<file path="config.mk">
export PLATFORM = sky130hd
export DESIGN_NAME = arb_fifo_bridge
export DESIGN_NICKNAME = d
export VERILOG_FILES = /design/src/rtl/arb_fifo_bridge.sv
export SDC_FILE = /design/constraint.sdc
export NUM_CORES = 1
export LEC_CHECK = 0
export CAP_MARGIN = 15
export CORE_UTILIZATION = 30
export DETAILED_ROUTE_END_ITERATION = 16
export PLACE_DENSITY = 0.57
export SLEW_MARGIN = 10
export SYNTH_ARGS = -nofsm -noshare
export SYNTH_HDL_FRONTEND = slang
export SYNTH_SLANG_ARGS = --single-unit
</file>
<file path="constraint.sdc">
create_clock -name BUS_CLK -period 4.84 [get_ports BUS_CLK]
set_input_delay 0.968 -clock BUS_CLK [delete_from_list [all_inputs] [get_ports BUS_CLK]]
set_output_delay 0.968 -clock BUS_CLK [all_outputs]
set_load 0.02 [all_outputs]
</file>
<file path="src/rtl/arb_fifo_bridge.sv">
// Buffers arbiter words toward the downstream FIFO, counts dropped words and
// inserts one marker word at the position of the first drop after any loss.
module arb_fifo_bridge #(
  parameter int unsigned DEPTH     = 16,
  parameter logic [3:0]  MARKER_ID = 4'hE
) (
  input  logic                   BUS_CLK,
  input  logic                   BUS_RST,
  input  logic                   IN_WRITE,
  input  logic [31:0]            IN_DATA,
  output logic                   IN_READY,
  input  logic                   OUT_FULL,
  output logic                   OUT_WRITE,
  output logic [31:0]            OUT_DATA,
  input  logic                   ENABLE_MARKER,
  input  logic                   CLEAR_CNT,
  output logic [15:0]            LOST_COUNT,
  output logic [31:0]            WORD_COUNT,
  output logic [$clog2(DEPTH):0] BUF_COUNT,
  output logic                   OVERFLOW
);

  localparam int unsigned AW = $clog2(DEPTH);
  localparam int unsigned CW = AW + 1;

  typedef enum logic [1:0] {
    S_IDLE  = 2'd0,
    S_DRAIN = 2'd1,
    S_EMIT  = 2'd2
  } state_t;

  logic [31:0]   r_mem [DEPTH];
  logic [AW-1:0] r_wr_ptr;
  logic [AW-1:0] r_rd_ptr;
  logic [CW-1:0] r_count;
  logic [CW-1:0] r_mark_cnt;
  logic [CW-1:0] w_mark_nxt;
  logic [15:0]   r_lost_since;
  state_t        r_state;
  state_t        w_state_nxt;

  logic w_full;
  logic w_accept;
  logic w_drop;
  logic w_pop;
  logic w_emit;

  // Full flag comes from registered occupancy, so a same-cycle pop never frees a slot.
  assign w_full    = (r_count == CW'(DEPTH));
  assign IN_READY  = ~w_full;
  assign w_accept  = IN_WRITE & ~w_full;
  assign w_drop    = IN_WRITE & w_full;
  assign w_emit    = (r_state == S_EMIT) & ENABLE_MARKER & ~OUT_FULL;
  assign w_pop     = (r_count != '0) & ~OUT_FULL & ~w_emit;
  assign BUF_COUNT = r_count;

  // Buffer storage; contents need no reset since occupancy guards every read.
  always_ff @(posedge BUS_CLK) begin
    if (w_accept) begin
      r_mem[r_wr_ptr] <= IN_DATA;
    end
  end

  always_ff @(posedge BUS_CLK) begin
    if (BUS_RST) begin
      r_wr_ptr <= '0;
      r_rd_ptr <= '0;
      r_count  <= '0;
    end else begin
      if (w_accept) begin
        r_wr_ptr <= r_wr_ptr + AW'(1);
      end
      if (w_pop) begin
        r_rd_ptr <= r_rd_ptr + AW'(1);
      end
      if (w_accept && !w_pop) begin
        r_count <= r_count + CW'(1);
      end else if (!w_accept && w_pop) begin
        r_count <= r_count - CW'(1);
      end
    end
  end

  // Downstream write port; data holds between strobes.
  always_ff @(posedge BUS_CLK) begin
    if (BUS_RST) begin
      OUT_WRITE <= 1'b0;
      OUT_DATA  <= '0;
    end else begin
      OUT_WRITE <= w_pop | w_emit;
      if (w_emit) begin
        OUT_DATA <= {MARKER_ID, 12'h000, r_lost_since};
      end else if (w_pop) begin
        OUT_DATA <= r_mem[r_rd_ptr];
      end
    end
  end

  // Status counters; a coincident clear wins over the event.
  always_ff @(posedge BUS_CLK) begin
    if (BUS_RST) begin
      LOST_COUNT <= '0;
      WORD_COUNT <= '0;
      OVERFLOW   <= 1'b0;
    end else if (CLEAR_CNT) begin
      LOST_COUNT <= '0;
      WORD_COUNT <= '0;
      OVERFLOW   <= 1'b0;
    end else begin
      if (w_drop) begin
        OVERFLOW <= 1'b1;
        if (LOST_COUNT != 16'hFFFF) begin
          LOST_COUNT <= LOST_COUNT + 16'd1;
        end
      end
      if (w_pop) begin
        WORD_COUNT <= WORD_COUNT + 32'd1;
      end
    end
  end

  // Words lost since the last marker; held at zero while markers are disabled.
  always_ff @(posedge BUS_CLK) begin
    if (BUS_RST || !ENABLE_MARKER) begin
      r_lost_since <= '0;
    end else if (w_emit) begin
      r_lost_since <= w_drop ? 16'd1 : 16'd0;
    end else if (w_drop && (r_lost_since != 16'hFFFF)) begin
      r_lost_since <= r_lost_since + 16'd1;
    end
  end

  always_ff @(posedge BUS_CLK) begin
    if (BUS_RST) begin
      r_state    <= S_IDLE;
      r_mark_cnt <= '0;
    end else begin
      r_state    <= w_state_nxt;
      r_mark_cnt <= w_mark_nxt;
    end
  end

  // Marker sequencing: snapshot words ahead of the gap, drain them, then emit.
  always_comb begin
    w_state_nxt = r_state;
    w_mark_nxt  = r_mark_cnt;
    if (!ENABLE_MARKER) begin
      w_state_nxt = S_IDLE;
    end else begin
      case (r_state)
        S_IDLE: begin
          if (w_drop) begin
            w_mark_nxt  = r_count - CW'(w_pop);
            w_state_nxt = (w_mark_nxt == '0) ? S_EMIT : S_DRAIN;
          end
        end
        S_DRAIN: begin
          if (w_pop) begin
            w_mark_nxt = r_mark_cnt - CW'(1);
            if (w_mark_nxt == '0) begin
              w_state_nxt = S_EMIT;
            end
          end
        end
        S_EMIT: begin
          if (w_emit) begin
            w_state_nxt = S_IDLE;
          end
        end
        default: w_state_nxt = S_IDLE;
      endcase
    end
  end

endmodule

</file>
# Yosys cells after proc, flatten, opt, wreduce, memory -nomap -nowiden
# Memories as Yosys holds them, arrays and structs flattened. A register that Yosys moved wholly into a read port is not among the register bits.
# Index checks and enable logic that the tools add are counted.
# op_classes
n_bitwise	11
muxes	20
n_reduce_logical	21
addsub	9
n_eq_ne	9
# ops
cell	count
two-way mux 32 bit	2
adder 16 x 1 -> 16 bit (second input constant)	2
adder 32 x 1 -> 32 bit (second input constant)	1
two-way mux 16 bit	2
!= test 16 bit (second input constant)	2
two-way mux 5 bit	4
logical NOT 5 bit	2
two-way mux 2 bit	5
one-hot mux 5 bit (2 select lines)	1
subtractor 5 x 1 -> 5 bit (second input constant)	2
adder 4 x 1 -> 4 bit (second input constant)	2
two-way mux 4 bit	2
!= test 2 bit (second input constant)	4
AND reduction 4 bit	2
nonzero test 2 bit	4
bitwise AND 1 bit	6
one-hot mux 2 bit (3 select lines)	1
OR reduction 2 bit	3
adder 5 x 1 -> 5 bit (second input constant)	1
equality test 5 bit (second input constant)	1
nonzero test 5 bit	1
subtractor 5 x 1 -> 5 bit	1
NOT 1 bit	4
logical AND 1 bit	3
other kinds (8)	12
# totals
in_bits	38
regBits	118
out_inout_bits	88
elab_cells	83
ram_bits	512
n_memories	1
# mem_list
memory	words	word_bits	read_ports	rd_ports_with_merged_regs	write_ports	line_no	rtl
r_mem	16	32	1	1	1	32	logic [31:0] r_mem [DEPTH];

# Logic depth before layout (Yosys ltp)
# Gate-level depths: netlist of the first run.
# depth
ltp_word	10
mapped_depth	12
depth_no_buf	10

# Worst setup path after synthesis of the first run
# OpenSTA, ideal clock, no wires.
# synth_path
path_type	input -> register
from	input IN_WRITE
to	memory r_mem[3][0] (enable)
setup_slack_ns	0.513
setup_time_ns	0.461
required_time_ns	4.379
n_path_buf	0
cell_stages	3
t_arrival_ns	3.866
cell_sequence	a21boi_1 > nand2_1 > nor3_1
# synth_between
elab_chain_len	3
# synth_rtl
element	line_no	rtl
start: declaration	9	input logic IN_WRITE,
bitwise AND 1 bit	51	assign w_accept = IN_WRITE & ~w_full;
two-way mux 1 bit	59	if (w_accept) begin
two-way mux 1 bit (implied by the code)	60	r_mem[r_wr_ptr] <= IN_DATA;
end: declaration	32	
# Every way passes these cells.

# Final worst setup path of the first run
# layout_path
from	register r_count[1] (netlist: BUF_COUNT[1])
to	output IN_READY
# layout_between
elab_chain_len	2
# layout_rtl
element	line_no	rtl
start: declaration	35	logic [CW-1:0] r_count;
start signal: assignment	77	r_count <= r_count + CW'(1);
start signal: assignment	79	r_count <= r_count - CW'(1);
equality test 5 bit	49	assign w_full = (r_count == CW'(DEPTH));
NOT 1 bit	50	assign IN_READY = ~w_full;
end: declaration	11	output logic IN_READY,
# Every way passes these cells.

==> impl_metrics.json, run 1 <==
{
  "cp.arrival_ns": 2.43,
  "fin_setup_tns_ns": 0,
  "htreeDepth": 3,
  "postSynthAreaPerCell_sq_um": 17.3,
  "pin_count": 126,
  "antenna_found_initial": 6,
  "drv_slew": 0,
  "start_util": 0.304,
  "synth_nets": 1505,
  "die_y_um": 291,
  "finalInstanceArea_sq_um": 30000,
  "layout-drive-gt1-share": 0.186,
  "p_leak_nw": 9.07,
  "post_drt_wl_per_cell_um": 21.9,
  "viasPerCell": 4.98,
  "clock_path_buffers": 3,
  "worst_hold_slack_ns": 0.482,
  "synth_edf_count": 512,
  "core_sq_um": 82400,
  "antenna_left": 0,
  "dr_total_vias": 13600,
  "cts_hold_buffers": 0,
  "port_buffers": 125,
  "cts_tree": "yes",
  "ys.flop_type": "edfxtp_1",
  "grt_overflow": 0,
  "clock-root-buffer": "clkbuf_16",
  "post-route-min-period_ns": 3.40,
  "crit_type": "reg2out",
  "drc_errors": 0,
  "irDropWorstVdd_uv": 239,
  "area_growth_pct": 19.6,
  "cp-start-kind": "register",
  "tightest_slew_ns": 1.13,
  "fin_nets": 1663,
  "crit_required_ns": 3.87,
  "cts_num_sinks": 634,
  "relSlewSlack": 0.243,
  "fin_ws_ns": 1.44,
  "ys_types": 55,
  "yosys_warnings": 0,
  "fillers": 7615,
  "dieArea_sq_um": 84700,
  "synth_area_leaders": "edfxtp_1 (61%), mux4_2 (12%), dfxtp_1 (9.7%)",
  "run_status": "finished, final reports clean",
  "drv_cap": 0,
  "hold_class": "reg2reg",
  "fin_skew_ns": 0.0227,
  "clk_pin_slew_ns": 0.06,
  "clkLatencyLatePin_ns": 0.61,
  "firstDrtPassIters": 5,
  "synthTopCellsByCount": "edfxtp_1 (512), mux4_2 (129), dfxtp_1 (122)",
  "synth_cells": 1450,
  "synth_seq_cells": 634,
  "place_congestion": 0.783,
  "grt_pass1_vias": 13900,
  "fmax_ghz": 0.294,
  "seqCellArea_sq_um": 17800,
  "cts_buffers": 70,
  "async_flop_share": 0,
  "dp_hpwl_um": 35600,
  "critPathCaptureType": "output port",
  "grt_pass1_wl_um": 90600,
  "synth_largest_area_cell": "edfxtp_1",
  "syn_area_sq_um": 25100,
  "drt_iter0_markers": 1109,
  "finalCritPeriodShare": 0.702,
  "hold_viol": 0,
  "cts_post_setup_buffers_inserted": 0,
  "multi_input_area_sq_um": 6960,
  "utilization": 0.364,
  "placed_cell_area_sq_um": 27800,
  "setup_viol": 0,
  "pre_cts_ws_ns": 1.17,
  "path_max_fanout": 8,
  "synthMostInstantiatedCell": "edfxtp_1",
  "num_rows": 105,
  "p_per_area_nw_per_um2": 449,
  "grt_max_degree": 54,
  "cts_resized": 0,
  "synth_top_area_share": 0.614,
  "grtUsageTotal": 0.142,
  "die_x_um": 291,
  "ys_seq_area_frac": 0.711,
  "routed_wl_um": 59900,
  "rsz0062_at_grt": "no"
}
[registers in the layout, summed over array words and instances, names as in the netlist, named ones only]
name	flops
r_lost_since	16
BUF_COUNT	5
LOST_COUNT	16
WORD_COUNT	32
OUT_DATA	32
r_rd_ptr	4
r_wr_ptr	4
OUT_WRITE	1
r_state	2
r_mark_cnt	5
r_mem	512
OVERFLOW	1
[cell usage in the layout, fill, tap and decap left out, types with 14 or more instances in the layout]
cell,synthesis,final
o21ai_0,43,43
ha_1,16,16
buf_4,0,31
mux4_2,129,129
o22a_1,15,15
xor2_1,27,27
xnor2_1,33,33
nor2_1,99,86
inv_1,22,22
clkdlybuf4s50_1,0,124
clkbuf_1,49,17
nand2_1,35,35
mux2_2,14,14
a21oi_1,37,37
dfxtp_1,122,118
edfxtp_1,512,512
clkbuf_16,0,70
nand3_1,31,31
nor4_1,14,14
nor3b_1,22,21
mux2i_1,50,50
nand4_1,20,20
nor3_1,28,24
[metal layers]
metal | vias up | share of wire | routed length, um | GRT usage
met4 | 6 | 0.020 | 1200 | 0.0439
li1 | 6093 | - | - | -
met5 | - | 0.00060 | 36 | 0
met3 | 83 | 0.061 | 3680 | 0.0319
met2 | 358 | 0.48 | 28700 | 0.231
met1 | 7073 | 0.44 | 26200 | 0.189
[report_power, final]
part | switching, mW | internal, mW
Sequential | 0.284 | 6.16
Clock | 2.13 | 2.92
Combinational | 1.05 | 0.906
Total | 3.46 | 9.99
[stage by stage]
stage | std cells | total power [mW]
6_report | 2731 | 13.5
5_1_grt | 2731 | 14.0
4_1_cts | 2730 | 13.6
3_5_place_dp | 2606 | 8.54
3_3_place_gp | 2606 | 8.52
2_1_floorplan | 1450 | 7.70
[worst paths after layout]
kind / from / endpoint / slack [ns] / cells after the start
worst min-delay path: OVERFLOW / OVERFLOW / 0.48 / 2
worst min register to register: OVERFLOW / OVERFLOW / 0.48 / 2
worst max register to register: BUF_COUNT[0] / BUF_COUNT[4] / 1.59 / 11
worst max-delay path: BUF_COUNT[1] / IN_READY / 1.44 / 3
[critical path, stage by stage (launching register included)]
cell and delay [ns]:
dfxtp_1 0.42, nor4_1 0.69, nand2_1 0.16, clkdlybuf4s50_1 0.57
[cells by family (layout without fill, tap and decap cells)]
logic type | count (synthesis) | count (layout) | share of synthesized area
other | 0 | 1 | 0
AND/OR/NAND/NOR | 311 | 311 | 0.0661
flip-flops | 634 | 634 | 0.711
adder cells (fa/ha/maj) | 17 | 17 | 0.00879
XOR/XNOR | 60 | 60 | 0.0210
buffers and inverters | 97 | 307 | 0.0162
AO/OA/AOI/OAI | 138 | 138 | 0.0347
multiplexers | 193 | 193 | 0.142
[area by class of cell]
cell class	instances	share of cell area
flip-flops and latches	634	0.595
clock inverters	32	0.00998
well taps	1070	0.0447
clock buffers	92	0.0629
repair buffers	161	0.0527
inverters	22	0.00276
multi-input cells	719	0.232
diodes	1	0.0000835
Note: power is estimated with default switching activity, not from simulation.
==> run 2, diff against run 1 <==
--- a/config.mk
+++ b/config.mk
@@ -8,7 +8,7 @@
 export CAP_MARGIN = 15
 export CORE_UTILIZATION = 30
 export DETAILED_ROUTE_END_ITERATION = 16
-export PLACE_DENSITY = 0.57
+export PLACE_DENSITY = 0.58
 export SLEW_MARGIN = 10
 export SYNTH_ARGS = -nofsm -noshare
 export SYNTH_HDL_FRONTEND = slang
==> constraint.sdc (replaced) <==
create_clock -name BUS_CLK -period 2.9 [get_ports BUS_CLK]
set_input_delay 0.58 -clock BUS_CLK [delete_from_list [all_inputs] [get_ports BUS_CLK]]
set_output_delay 0.58 -clock BUS_CLK [all_outputs]
set_load 0.02 [all_outputs]
==> run 2 against run 1 <==
Against the previous run: via count is 0.21% higher; clock skew down 0.0059 ns; largest power group unchanged; sequential cell count unchanged.
==> impl_metrics.json, run 2 (same netlist as run 1, synthesis figures left out) <==
{
  "reg.largest.list": "r_mem: 512 flops, OUT_DATA: 32 flops, WORD_COUNT: 32 flops",
  "drc_errors": 0,
  "clk_pin_slew_ns": 0.06,
  "critical_path.cell_chain": "buf_4, nor4_2, buf_4, nand2_1, clkdlybuf4s50_1",
  "grt_overflow": 0,
  "power_switching_mw": 5.91,
  "viasPerCell": 4.93,
  "rrSetupSlack_ns": 0.23,
  "critPathCaptureType": "output port",
  "hold_class": "reg2reg",
  "grt_max_degree": 49,
  "grtUsageTotal": 0.142,
  "cts_hold_buffers": 0,
  "firstDrtPassIters": 5,
  "path_delay_family": "buffers and inverters",
  "crit_cells": 5,
  "post_drt_wl_per_cell_um": 21.7,
  "dr_total_vias": 13600,
  "crit_type": "reg2out",
  "clkLatencyLatePin_ns": 0.62,
  "tightest_slew_ns": 0.794,
  "rsz0062_at_grt": "no",
  "antenna_left": 0,
  "cp-start-kind": "register",
  "fmax_ghz": 0.360,
  "die_y_um": 291,
  "cts_buffers": 68,
  "drv_cap": 0,
  "start_util": 0.304,
  "clock_path_buffers": 3,
  "relSlewSlack": 0.470,
  "die_x_um": 291,
  "htreeDepth": 3,
  "hold_viol": 0,
  "clock-root-buffer": "clkbuf_16",
  "num_rows": 105,
  "power_frac_clock": 0.370,
  "pre_cts_ws_ns": -0.172,
  "crit_end": "IN_READY",
  "irDropWorstVdd_uv": 357,
  "finalInstanceArea_sq_um": 30500,
  "finalCritPeriodShare": 0.957,
  "p_int_mw": 16.7,
  "area_growth_pct": 21.8,
  "place_congestion": 0.821,
  "core_sq_um": 82400,
  "path_max_fanout": 6,
  "r2r_end": "r_state[0]",
  "stdcell_count": 2765,
  "grt_pass1_wl_um": 90300,
  "cts_post_setup_buffers_inserted": 0,
  "cp_common_cell": "buf_4",
  "p_leak_nw": 9.27,
  "antenna_found_initial": 5,
  "cp.arrival_ns": 2.20,
  "layout_common_cells": "edfxtp_1 (512), mux4_2 (129), clkdlybuf4s50_1 (124)",
  "setup_viol": 0,
  "port_buffers": 125,
  "regMostFlops": "r_mem",
  "dp_hpwl_um": 35700,
  "cpPeakStageDelay_ns": 0.53,
  "p_comb_frac": 0.160,
  "routed_wl_um": 60000,
  "drv_slew": 0,
  "grt_pass1_vias": 14100,
  "path_buf_inv": 3,
  "run_status": "finished, final reports clean",
  "largest_reg_flops": 512,
  "fin_ws_ns": 0.124,
  "dieArea_sq_um": 84700,
  "r2r-start": "BUF_COUNT[0]",
  "post-route-min-period_ns": 2.78,
  "crit_slowest_cell": "clkdlybuf4s50_1",
  "startpoint": "BUF_COUNT[0]",
  "fin_skew_ns": 0.0168,
  "swShare": 0.261,
  "cts_num_sinks": 634,
  "cts_tree": "yes",
  "p_per_area_nw_per_um2": 741,
  "utilization": 0.371,
  "placed_cell_area_sq_um": 28400,
  "drt_iter0_markers": 1169,
  "layout-drive-gt1-share": 0.208,
  "layout_commonest_cell": "edfxtp_1",
  "fin_nets": 1693,
  "pin_count": 126,
  "crit_required_ns": 2.32,
  "dpl.cell_count": 2638,
  "power.share.sequential": 0.471,
  "worst_hold_slack_ns": 0.488,
  "reg2reg_depth": 11
}
run 2: cell types whose count changed in the layout (fill, tap and decap cells not counted), sizes merged:
cell      change
buf          +32
clkbuf       -11
inv           +4
clkinv        +5
clkinvlp      +4
run 2: repair_timing:
| action | in CTS | in global routing |
|---|---|---|
| resized for setup | 0 | 4 |
| setup endpoints to repair | 0 | 3 |
| hold endpoints to repair | 0 | 0 |
run 2: worst min path at each step:
| stage | from | endpoint | slack, ns | cells past startpoint |
|---|---|---|---|---|
| 2_1_floorplan | r_lost_since[1] | r_lost_since[1] | 0.47 | 2 |
| 3_3_place_gp | OVERFLOW | OVERFLOW | 0.46 | 2 |
| 3_5_place_dp | OUT_DATA[20] | OUT_DATA[20] | 0.48 | 2 |
| 4_1_cts | OVERFLOW | OVERFLOW | 0.50 | 2 |
| 5_1_grt | OVERFLOW | OVERFLOW | 0.52 | 2 |
| 6_report | OVERFLOW | OVERFLOW | 0.49 | 2 |
run 2: metrics by stage:
stage	total power, mW	TNS, ns
after floorplan	12.9	-99.59
after global placement	14.4	-0.0556
after detailed placement	14.5	-0.280
after CTS	22.9	0
after global routing	23.5	0
final	22.6	0
run 2: layout make-up:
cell class,instances,area [sq um]
Multi-Input combinational cell,719,7010
Inverter,22,82.6
Tap cell,1070,1340
Timing Repair Buffer,193,2110
Clock buffer,81,1780
Clock inverter,45,367
Fill cell,7532,51800
Sequential cell,634,17800
Antenna cell,1,2.50
run 2: worst min-delay path, cell delays in order, from the launching register on:
cell     delay [ns]
dfxtp_1        0.34
nor2_1         0.05
nor2_1         0.07
run 2: per-layer routing:
layer,vias up,share of wire,track usage
met5,-,0.00083,0
met4,8,0.017,0.0386
met3,80,0.056,0.0326
met2,311,0.50,0.242
met1,7089,0.43,0.182
li1,6153,-,-
run 2: power groups by stage:
stage | logic, mW | clock network (mW) | registers [mW]
global route | 3.90 | 8.94 | 10.7
detailed placement | 3.62 | 0 | 10.9
CTS | 3.64 | 8.58 | 10.7
global placement | 3.60 | 0 | 10.8
floorplan | 1.97 | 0 | 10.9
finish | 3.61 | 8.36 | 10.7
